$ cat src/rtl/krun_pkg.sv
// krun_pkg: shared widths, dataset count and run-controller state encoding
package krun_pkg;
   localparam int KRUN_CNT_W       = 16;
   localparam int KRUN_DATASET_NUM = 8;
   localparam int KRUN_DS_W        = (KRUN_DATASET_NUM > 1) ? $clog2(KRUN_DATASET_NUM) : 1;
   localparam int KRUN_GAP_W       = 8;
   localparam int KRUN_CYC_W       = 32;
   typedef logic [2:0] krun_state_t;
   localparam krun_state_t IDLE      = 3'd0;
   localparam krun_state_t ARM       = 3'd1;
   localparam krun_state_t START     = 3'd2;
   localparam krun_state_t WAIT_DONE = 3'd3;
   localparam krun_state_t GAP       = 3'd4;
   localparam krun_state_t FINISH    = 3'd5;
endpackage

$ cat src/rtl/sync_edge_det.sv
// sync_edge_det: 2-flop synchronizer plus registered rising-edge pulse
module sync_edge_det (
   input  logic ap_clk,
   input  logic ap_rst_n,
   input  logic d,
   output logic rise
);
   logic [2:0] s;
   always_ff @(posedge ap_clk or negedge ap_rst_n) begin
      if (!ap_rst_n) begin
         s    <= '0;
         rise <= 1'b0;
      end else begin
         s    <= {s[1:0], d};
         rise <= s[1] & ~s[2];
      end
   end
endmodule

$ cat src/rtl/kernel_run_ctrl.sv
// kernel_run_ctrl: batches back-to-back ap_ctrl_hs kernel runs with a gap and dataset stepping
// KRUN_CYCLE_STATS_EN adds last_run_cyc / batch_cyc cycle statistics
module kernel_run_ctrl
   import krun_pkg::*;
#(
   parameter int CNT_W       = KRUN_CNT_W,
   parameter int DATASET_NUM = KRUN_DATASET_NUM,
   parameter int DS_W        = KRUN_DS_W,
   parameter int GAP_W       = KRUN_GAP_W
`ifdef KRUN_CYCLE_STATS_EN
   ,parameter int CYC_W      = KRUN_CYC_W
`endif
) (
   input  logic             ap_clk,
   input  logic             ap_rst_n,
   input  logic             trig_in,
   input  logic             stop_req,
   input  logic [CNT_W-1:0] run_count_cfg,
   input  logic [GAP_W-1:0] gap_cfg,
   output logic             kern_ap_start,
   input  logic             kern_ap_ready,
   input  logic             kern_ap_done,
   input  logic             kern_ap_idle,
   output logic [DS_W-1:0]  dataset_sel,
   output logic             dataset_adv,
   output logic             busy,
   output logic             batch_done,
   output logic [CNT_W-1:0] iter_cnt
`ifdef KRUN_CYCLE_STATS_EN
   ,output logic [CYC_W-1:0] last_run_cyc,
   output logic [CYC_W-1:0]  batch_cyc
`endif
);
   krun_state_t      st, nxt;
   logic             trig_rise, stop_p, stop, done_ev, fin;
   logic [CNT_W-1:0] cnt_l;
   logic [GAP_W-1:0] gap_l, gcnt;

   sync_edge_det u_trig (.ap_clk(ap_clk), .ap_rst_n(ap_rst_n), .d(trig_in), .rise(trig_rise));

   // ready+done together in START counts as a completed run
   always_comb begin
      stop    = stop_p | stop_req;
      done_ev = kern_ap_done && (st == WAIT_DONE || (st == START && kern_ap_ready));
      fin     = stop || (cnt_l != '0 && iter_cnt == cnt_l - CNT_W'(1));
      nxt     = fin ? FINISH : (gap_l == '0 ? ARM : GAP);
   end

   always_ff @(posedge ap_clk or negedge ap_rst_n) begin
      if (!ap_rst_n) begin
         st            <= IDLE;
         kern_ap_start <= 1'b0;
         dataset_sel   <= '0;
         dataset_adv   <= 1'b0;
         busy          <= 1'b0;
         batch_done    <= 1'b0;
         iter_cnt      <= '0;
         cnt_l         <= '0;
         gap_l         <= '0;
         gcnt          <= '0;
         stop_p        <= 1'b0;
      end else begin
         dataset_adv <= 1'b0;
         batch_done  <= 1'b0;
         stop_p      <= (st != IDLE && st != FINISH) && stop;
         if (done_ev) begin
            iter_cnt    <= &iter_cnt ? iter_cnt : iter_cnt + CNT_W'(1);
            dataset_adv <= 1'b1;
            dataset_sel <= (dataset_sel == DS_W'(DATASET_NUM - 1)) ? '0 : dataset_sel + DS_W'(1);
            gcnt        <= gap_l - GAP_W'(1);
         end
         case (st)
            IDLE: if (trig_rise) begin
               iter_cnt <= '0;
               cnt_l    <= run_count_cfg;
               gap_l    <= gap_cfg;
               busy     <= 1'b1;
               st       <= ARM;
            end
            ARM: if (stop) st <= FINISH;
               else if (kern_ap_idle) begin
                  kern_ap_start <= 1'b1;
                  st            <= START;
               end
            START: if (kern_ap_ready) begin
               kern_ap_start <= 1'b0;
               st            <= kern_ap_done ? nxt : WAIT_DONE;
            end
            WAIT_DONE: if (kern_ap_done) st <= nxt;
            GAP: if (stop) st <= FINISH;
               else if (gcnt == '0) st <= ARM;
               else gcnt <= gcnt - GAP_W'(1);
            FINISH: begin
               busy       <= 1'b0;
               batch_done <= 1'b1;
               st         <= IDLE;
            end
            default: st <= IDLE;
         endcase
      end
   end

`ifdef KRUN_CYCLE_STATS_EN
   logic [CYC_W-1:0] run_cyc;
   always_ff @(posedge ap_clk or negedge ap_rst_n) begin
      if (!ap_rst_n) begin
         run_cyc      <= '0;
         last_run_cyc <= '0;
         batch_cyc    <= '0;
      end else begin
         run_cyc   <= (st == START || st == WAIT_DONE) ? run_cyc + CYC_W'(1) : '0;
         batch_cyc <= (st == IDLE && trig_rise) ? '0 :
                      (busy && !(&batch_cyc)) ? batch_cyc + CYC_W'(1) : batch_cyc;
         if (done_ev) last_run_cyc <= run_cyc + CYC_W'(1);
      end
   end
`endif
endmodule

$ cat config.mk
export PLATFORM = sky130hd
export DESIGN_NAME = kernel_run_ctrl
export DESIGN_NICKNAME = d
export VERILOG_FILES = /design/src/rtl/krun_pkg.sv /design/src/rtl/sync_edge_det.sv /design/src/rtl/kernel_run_ctrl.sv
export SDC_FILE = /design/constraint.sdc
export NUM_CORES = 1
export LEC_CHECK = 0
export CAP_MARGIN = 20
export CORE_MARGIN = 2
export CORE_UTILIZATION = 49
export CTS_CLUSTER_SIZE = 20
export DETAILED_ROUTE_END_ITERATION = 8
export GPL_ROUTABILITY_DRIVEN = 0
export GPL_TIMING_DRIVEN = 0
export PLACE_DENSITY = 0.76
export SLEW_MARGIN = 20
export SYNTH_ARGS = -nofsm -noshare
export SYNTH_HDL_FRONTEND = slang
export SYNTH_SLANG_ARGS = --single-unit
$ cat constraint.sdc
create_clock -name ap_clk -period 2.2 [get_ports ap_clk]
set_input_delay 0.44 -clock ap_clk [delete_from_list [all_inputs] [get_ports ap_clk]]
set_output_delay 0.44 -clock ap_clk [all_outputs]
set_load 0.005 [all_outputs]
# Word level (Yosys, flattened, before mapping)
# Cells that the tools add are included.
dict set report word_totals {
  regBits 63
  output_inout_bits 23
}
dict set report op_classes {
  add_sub_neg 5
  eq_ne 15
  n_mux 28
  bitwise_logic 3
  n_reduce_logical 19
}
# operator n
set ops {}
lappend ops {{16-bit two-way mux} 4}
lappend ops {{3-bit two-way mux} 11}
lappend ops {{8-bit two-way mux} 4}
lappend ops {{16-bit by 1-bit adder with 16-bit output, second input constant} 1}
lappend ops {{16-bit equality test} 1}
lappend ops {{8-bit logical NOT} 2}
lappend ops {{16-bit AND reduction} 1}
lappend ops {{16-bit nonzero test} 1}
lappend ops {{16-bit by 1-bit subtractor with 16-bit output, second input constant} 1}
lappend ops {{8-bit by 1-bit subtractor with 8-bit output, second input constant} 2}
lappend ops {{3-bit one-hot mux with 5 select lines} 1}
lappend ops {{3-bit equality test, second input constant} 3}
lappend ops {{3-bit inequality test, second input constant} 3}
lappend ops {{2-bit inequality test, second input constant} 4}
lappend ops {{3-bit by 2-bit equality test with 1-bit output, second input constant} 2}
lappend ops {{1-bit two-way mux} 6}
lappend ops {{1-bit logical AND} 5}
lappend ops {{5-bit AND reduction} 1}
lappend ops {{1-bit one-hot mux with 2 select lines} 2}
lappend ops {{2-bit AND reduction} 2}
lappend ops {{4-bit AND reduction} 1}
lappend ops {{2-bit nonzero test} 2}
lappend ops {{3-bit by 1-bit adder with 3-bit output, second input constant} 1}
lappend ops {{3-bit by 1-bit equality test with 1-bit output, second input constant} 1}
lappend ops {{7 further kinds} 8}

# Depth between registers and ports, before layout
dict set report depth {
  ltp_word 8
  mapped_depth 9
  ltp_nobuf 8
}

# Hierarchy
# From an unflattened synthesis, not the netlist that was laid out.
dict set report hier_totals {
  cells_unflattened 384
  hier_area_um2 3633.5
}
# mod instances cells_per_inst area_per_inst_um2 seq_area_each_um2
set by_module_without_submodules {}
lappend by_module_without_submodules {kernel_run_ctrl 1 379 3519.6 1476.4}
lappend by_module_without_submodules {sync_edge_det 1 5 113.9 100.1}

# Worst setup path before layout
# Ideal clock, no wire load.
dict set report synth_path {
  path_kind {flip-flop to flip-flop}
  startpoint {reg cnt_l[2]}
  endpoint {reg st[0]}
  setup_time_ns 0.082
  arrival_time_ns 2.222
  path_slack_ns -0.104
  stages_incl_launch_ff 9
  period_less_slack_ns 2.304
  path_cell_list {dfrtp_1 > buf_6 > or4_4 > or4_2 > xnor2_1 > o221ai_1 > a21o_1 > nand4_1 > a31oi_1}
}
dict set report synth_between {
  elab_chain_cells 8
}
# element line_no
set synth_lines {}
lappend synth_lines {{start, declared} kernel_run_ctrl.sv:36} ;# logic [CNT_W-1:0] cnt_l;
lappend synth_lines {{start signal, assigned} kernel_run_ctrl.sv:75} ;# cnt_l <= run_count_cfg;
lappend synth_lines {{16-bit by 1-bit subtractor with 16-bit output} kernel_run_ctrl.sv:45} ;# fin = stop || (cnt_l != '0 && iter_cnt == cnt_l - CNT_W'(1));
lappend synth_lines {{16-bit equality test} kernel_run_ctrl.sv:45}
lappend synth_lines {{1-bit logical AND (*)} kernel_run_ctrl.sv:45}
lappend synth_lines {{1-bit logical OR (*)} kernel_run_ctrl.sv:45}
lappend synth_lines {{3-bit two-way mux (*)} kernel_run_ctrl.sv:46} ;# nxt = fin ? FINISH : (gap_l == '0 ? ARM : GAP);
lappend synth_lines {{3-bit two-way mux} kernel_run_ctrl.sv:87} ;# st <= kern_ap_done ? nxt : WAIT_DONE;
lappend synth_lines {{3-bit two-way mux} kernel_run_ctrl.sv:85} ;# START: if (kern_ap_ready) begin
lappend synth_lines {{3-bit one-hot mux with 5 select lines (*)} kernel_run_ctrl.sv:72} ;# case (st)
lappend synth_lines {{end signal, assigned} kernel_run_ctrl.sv:87}
lappend synth_lines {{end signal, assigned} kernel_run_ctrl.sv:89} ;# WAIT_DONE: if (kern_ap_done) st <= nxt;
lappend synth_lines {{end, declared} kernel_run_ctrl.sv:34} ;# krun_state_t st, nxt;
# Mark *: on every way between the ends. The rest lies on a longest branch, timed or not. The select of a mux whose other input is x is not followed.
# A chain may end at the register's enable or synchronous reset.

# Final worst setup path
dict set report layout_path {
  startpoint {reg cnt_l[0]}
  endpoint {reg st[0]}
}
# Same word-level chain as after synthesis.

==> out/metrics.yaml <==
firstDrtPassIters: 4
required_ps: 2460
syn_avg_cell_area_um2: 9.734
ant_nets: 0
grt.overflow.total: 0
rsz0062_at_grt: "yes"
synth.distinct_cells: 52
synth_top_area_share: 0.4462
core_um2: 6869
cts_tree: "built"
hp-class: "reg2reg"
hold_viol: 0
drc: 0
worst_pin_slew_ps: 485.5
grt_usage: 0.2282
cts.sinks: 63
powerDensity_nw_per_um2: 1116
grt_first_pass_wirelength_mm: 13.74
status: "complete, but fails checks"
drv_slew: 0
cts_root_buffer: "clkbuf_8"
ys_seq_elements: 63
critPathMaxFanout: 3
drive_gt1_frac: 0.1655
chipWidth_um: 88.92
ys_warn_count: 0
cts_buffers: 9
dp_hpwl_mm: 6.000
cp-end-kind: "flip-flop"
dieHeight_um: 88.92
dieArea_um2: 7906
setup_ws_ps: -239.6
crit_path_top_delay_cell: "or4_4"
arrival_ps: 2700
via_count: 2949
final_design_area_no_fill_um2: 4583
routed_wl_mm: 8.423
clock_path_buffers: 2
cp-start-kind: "flip-flop"
place.port_buffers: 53
nets: 475
min_period_over_period: 1.109
crit_chain: "or4_4 -> or3_4 -> or3b_1 -> xnor2_1 -> and4_1 -> nand4_1 -> a31oi_1"
finalSetupTns_ps: -430.9
synth_edf_count: 0
syn_nets: 402
leakage_nw: 1.921
setup_violations: 2
syn_area_um2: 3533
ys_seq_area_frac: 0.4462
fin_crit_ps: 2440
clk_pin_slew_worst_paths_ps: 70
fin_skew_ps: 10.93
synth.most_common_cell: "dfrtp_1"
ios: 54
avgViaCountPerCell: 5.492
synthArstFlopShare: 1.000
vdd_ir_drop_max_mv: 0.6675
htreeDepth: 3
synth.area.top_cells: "dfrtp_1, mux2_2, xnor2_1"
antenna_cells: 0
syn-instance-count: 363
synthToLayoutAreaGrowth_pct: 29.71
clkLatencyLatePin_ps: 340
place_area_um2: 4204
critPathKind: "reg2reg"
max_freq_mhz: 409.9
wl_per_cell_um: 15.69
synthTopCellsByCount: "dfrtp_1, nor2_1, nand2_1"
drt_iter0_markers: 140
relSlewSlack: 0.6733
max_cap_violations: 0
synth_flop_cell: "dfrtp_1"
antenna_found_initial: 0
max_stage_delay_ps: 550
violations: "negative setup slack"
post-synth-top-area-cell: "dfrtp_1"
row_count: 30
initial_utilization: 0.5144
grt_pass1_vias: 2936
grt_max_degree: 40
-- layer usage --
metal  GRT usage  wire (um)  vias to the layer above  part of all wire
met1      0.2807       3595                     1437              0.43
met4     0.05234         91                        0             0.011
met5           0          0                        -                 0
met3     0.06094        365                       13             0.043
met2      0.4016       4372                       64              0.52
li1            -          -                     1435                 -
-- worst paths after layout --
path / endpoint / cells after the start / slack (ps) / startpoint
worst max-delay path: st[0]$_DFFE_PN0P_ / 7 / -240 / cnt_l[0]$_DFFE_PN0P_
min in group asynchronous: st[1]$_DFFE_PN0P_ / 2 / 550 / ap_rst_n
worst min register to register: u_trig.s[1]$_DFF_PN0_ / 0 / 340 / u_trig.s[0]$_DFF_PN0_
worst max register to register: st[0]$_DFFE_PN0P_ / 7 / -240 / cnt_l[0]$_DFFE_PN0P_
max in group asynchronous: cnt_l[2]$_DFFE_PN0P_ / 3 / 1110 / ap_rst_n
worst min-delay path: u_trig.s[1]$_DFF_PN0_ / 0 / 340 / u_trig.s[0]$_DFF_PN0_
-- kinds of logic (layout without fill, tap and decap cells) --
family                     after synthesis  after routing  share of synthesized area
adders and majority gates                8              8                    0.02833
muxes                                   27             27                    0.08782
buffers and inverters                   30            108                    0.03435
AOI/OAI and AO/OA                       53             53                    0.09703
and+or+nand+nor                        143            143                     0.2096
DFF                                     63             63                     0.4462
xor gates and xnor gates                39             39                    0.09667
-- metrics by stage --
step | instances | util | power, mW | hold WS (ps) | worst slack [ps]
floorplan | 363 | - | 3.343 | 144.4 | -82.86
global placement | 512 | 0.6095 | 3.826 | 333.4 | -1343
detailed placement | 513 | 0.6120 | 3.943 | 334.7 | -539.6
CTS | 535 | 0.6548 | 5.078 | 337.0 | -291.1
global route | 537 | 0.6672 | 5.474 | 352.1 | -353.4
finish | 537 | 0.6672 | 5.115 | 339.2 | -239.6
-- placed cells by master (no fill, tap or decap), drive strengths merged, types with 2 or more instances in the layout --
master         synthesis  final
bufinv                 0      2
nand3                 13     13
xnor2                 22     22
clkdlybuf4s50          0     52
or4                    3      3
o21ai                 14     14
a21o                   3      3
nand2                 24     24
nand3b                 2      2
ha                     8      8
buf                    5     18
nor3b                  3      3
nor2                  43     43
and3                   6      6
xor2                  17     17
a211oi                 7      7
clkbuf                13     21
a311oi                 2      2
nand2b                 2      2
clkinv                 0      2
nand4                 10     10
and2                   2      2
mux2                  22     22
nor4                  10     10
a31oi                  5      5
inv                   12     12
mux2i                  4      4
o22ai                  2      2
o221a                  2      2
nor3                  10     10
dfrtp                 63     63
nor2b                  3      3
or3                    5      5
a21oi                 10     10
-- cell type report --
| class | count | area, um^2 |
|---|---|---|
| well taps | 96 | 120.1 |
| repair buffers | 65 | 643.1 |
| inverters | 12 | 45.04 |
| plain buffers | 15 | 76.32 |
| clock inverters | 4 | 70.07 |
| flip-flops and latches | 63 | 1579 |
| clock buffers | 12 | 135.1 |
| fillers | 585 | 2286 |
| multi-input cells | 270 | 1914 |
-- flip-flops by register name, indices dropped and copies added (netlist names) --
| name | count |
|---|---|
| cnt_l | 16 |
| gcnt | 8 |
| u_trig.rise | 1 |
| st | 3 |
| u_trig.s | 3 |
| dataset_sel | 3 |
| dataset_adv | 1 |
| busy | 1 |
| iter_cnt | 16 |
| gap_l | 8 |
| batch_done | 1 |
| kern_ap_start | 1 |
| stop_p | 1 |
-- worst max-delay path, delay by kind of cell, from the launching register on --
| family | cells | cell delay (ps) |
|---|---|---|
| and+or+nand+nor | 5 | 1630 |
| DFF | 1 | 400 |
| AOI/OAI and AO/OA | 1 | 210 |
| xor gates and xnor gates | 1 | 130 |
-- where the power goes --
group          internal [mW]  leakage, nW  total (mW)  switching (mW)
Clock                  0.636        0.104        1.07           0.430
Combinational           1.09         1.03        2.00           0.918
Sequential              1.56        0.788        2.04           0.484
-- timing repair --
action	4_1_cts	5_1_grt
pin swaps	11	10
gates cloned	0	1
endpoints found under the setup margin	45	31
gates resized for setup	12	20
setup buffers	6	3
endpoints found under the hold margin	10	0
hold buffers	1	0
(Power assumes the default switching activity.)
==> patch: new RTL, same settings <==
Build with the macro `KRUN_CYCLE_STATS_EN` defined.
--- a/src/rtl/kernel_run_ctrl.sv
+++ b/src/rtl/kernel_run_ctrl.sv
@@ -1,5 +1,7 @@
 // kernel_run_ctrl: batches back-to-back ap_ctrl_hs kernel runs with a gap and dataset stepping
 // KRUN_CYCLE_STATS_EN adds last_run_cyc / batch_cyc cycle statistics
+`define KRUN_CYCLE_STATS_EN
+
 module kernel_run_ctrl
    import krun_pkg::*;
 #(
Behaviour (old outputs only; new: batch_cyc and last_run_cyc): unchanged (equiv_simple and equiv_induct, registers matched by name and starting in step).
==> patch against the original RTL <==
- the flow still finishes with violations (negative setup slack)
- cell area rose by 130%
- routed wire length rose by 130%
- critical path depth rose by 1
- final cell count rose by 120%
- sequential cell count rose by 96
- hold slack improved by 0.0086 ns
- total power rose by 110%
- clock power rose to 2.9 times the old value
- core utilization fell by 0.92 points
- area after synthesis rose by 130%
- setup slack improved by 0.20 ns
- die area rose by 120%
- non-clock buffer count rose by 97
- critical path type unchanged
==> patch: results (changes against the original RTL) <==
* Post-synthesis sequential area ratio at 49.8% (+5.2 points)
* Cell Count, Final, Fillers Out at 1203 (+120%)
* Top Registers: batch_cyc (32), last_run_cyc (32), run_cyc (32)
* Seq power at 4250 uW (+110%)
* Max VDD drop at 0.610 mV (-8.7%)
* Total track usage at 22.9% (+0.096 points)
* 1st-iter DRT viols at 495 (+250%)
* RR Startpoint: cnt_l[1]$_DFFE_PN0P_
* Leakage Power at 0.00427 uW (+120%)
* Inverters at 17 (+5)
* Comb_multi_in at 602 (+120%)
* CLK BUF at 19 (+7)
* Slew margin rel. at 57.2% (-10 points)
* Largest net degree at the start of global routing at 92 (+130%)
* Skew final at 0.00821 ns (-0.00271 ns)
* Vias in the first global route at 6454 (+120%)
* Fin worst setup slack at -0.0422 ns (+0.197 ns)
* Endpoint of the worst register-to-register path: st[2]$_DFFE_PN0P_
* Fraction of area in multi-input gates at 38.0% (-3.8 points)
* Setup violations, final at 1 (-1)
* Synth top area cells: dfrtp_1, xnor2_1, nor2_1
* Final net count at 1015 (+110%)
* Violated checks: negative setup slack
* Clk Latency, worst-skew pair at 0.43 ns (+0.09 ns)
* Reg2reg path depth at 8 (+1)
* Final core utilization at 65.8% (-0.92 points)
* CTS root buf: clkbuf_16
* Slowest-stage cell, CP: dfrtp_2
* CP peak stage delay at 0.44 ns (-0.11 ns)
* Final TNS setup at -0.0422 ns (+0.389 ns)
* Seq/total area at 38.1% (+3.7 points)
* Crit path max fanout at 6 (+3)
* Met1 Track Usage GR at 31.6% (+3.6 points)
* Met2 WL post-DR at 8.88 mm (+100%)
* Well Taps at 216 (+130%)
* Fillers at 1295 (+120%)
* Routed len/inst at 16.0 um (+2.2%)
* Via count at 6682 (+130%)
* GR Util met3 at 5.05% (-1.0 points)
* Placed inst area at 9470 um^2 (+130%)
* Buffer share of cell area at 14.9% (-0.82 points)
* ClkCell Share at 5.78% (+1.3 points)
* CTS Sinks at 159 (+150%)
* Met1 Wirelength at 8.88 mm (+150%)
* Status: complete, but fails checks
* Internal Dissipation at 7230 uW (+120%)
* Buffers on Ports at 117 (+120%)
* WL met3 at 1.03 mm (+180%)
* Pre-Repair DR Iteration Count at 6 (+2)
* Post-detail-place hpwl at 13.2 mm (+120%)
* Syn Inst Count at 819 (+130%)
* Psw at 3510 uW (+92%)
* Place WS at -0.576 ns (-0.0367 ns)
* Min Hold Slack at 0.348 ns (+0.00856 ns)
* Syn_nets at 860 (+110%)
* Grt met2 use at 35.3% (-4.8 points)
* CP top delay family: compound AO/OA/AOI/OAI gates
## patch: cell types whose count changed after synthesis, sizes merged, moves of 9 or more
cell / before / now
a21oi: 10 / 30
and4: 1 / 13
clkbuf: 13 / 34
dfrtp: 63 / 159
nand2: 24 / 85
nand3: 13 / 26
nand4: 10 / 27
nor2: 43 / 101
nor3: 10 / 25
o21ai: 14 / 53
or3: 5 / 14
xnor2: 22 / 49
xor2: 17 / 40
## patch: cell families after synthesis
kind of cell	share of synthesized area [%]
XOR/XNOR	10.0
adder cells (fa/ha/maj)	1.57
AND/OR/NAND/NOR	21.7
flip-flops	49.8
buffers and inverters	2.91
multiplexers	3.58
AO/OA/AOI/OAI	10.4
## patch: repair_timing
action                                  in CTS  in global routing
pin swaps                                    9                 10
hold buffers                                 1                  0
setup buffers                               13                  7
endpoints found under the setup margin      98                104
gates resized for setup                     35                 37
hold endpoints to repair                    41                  0
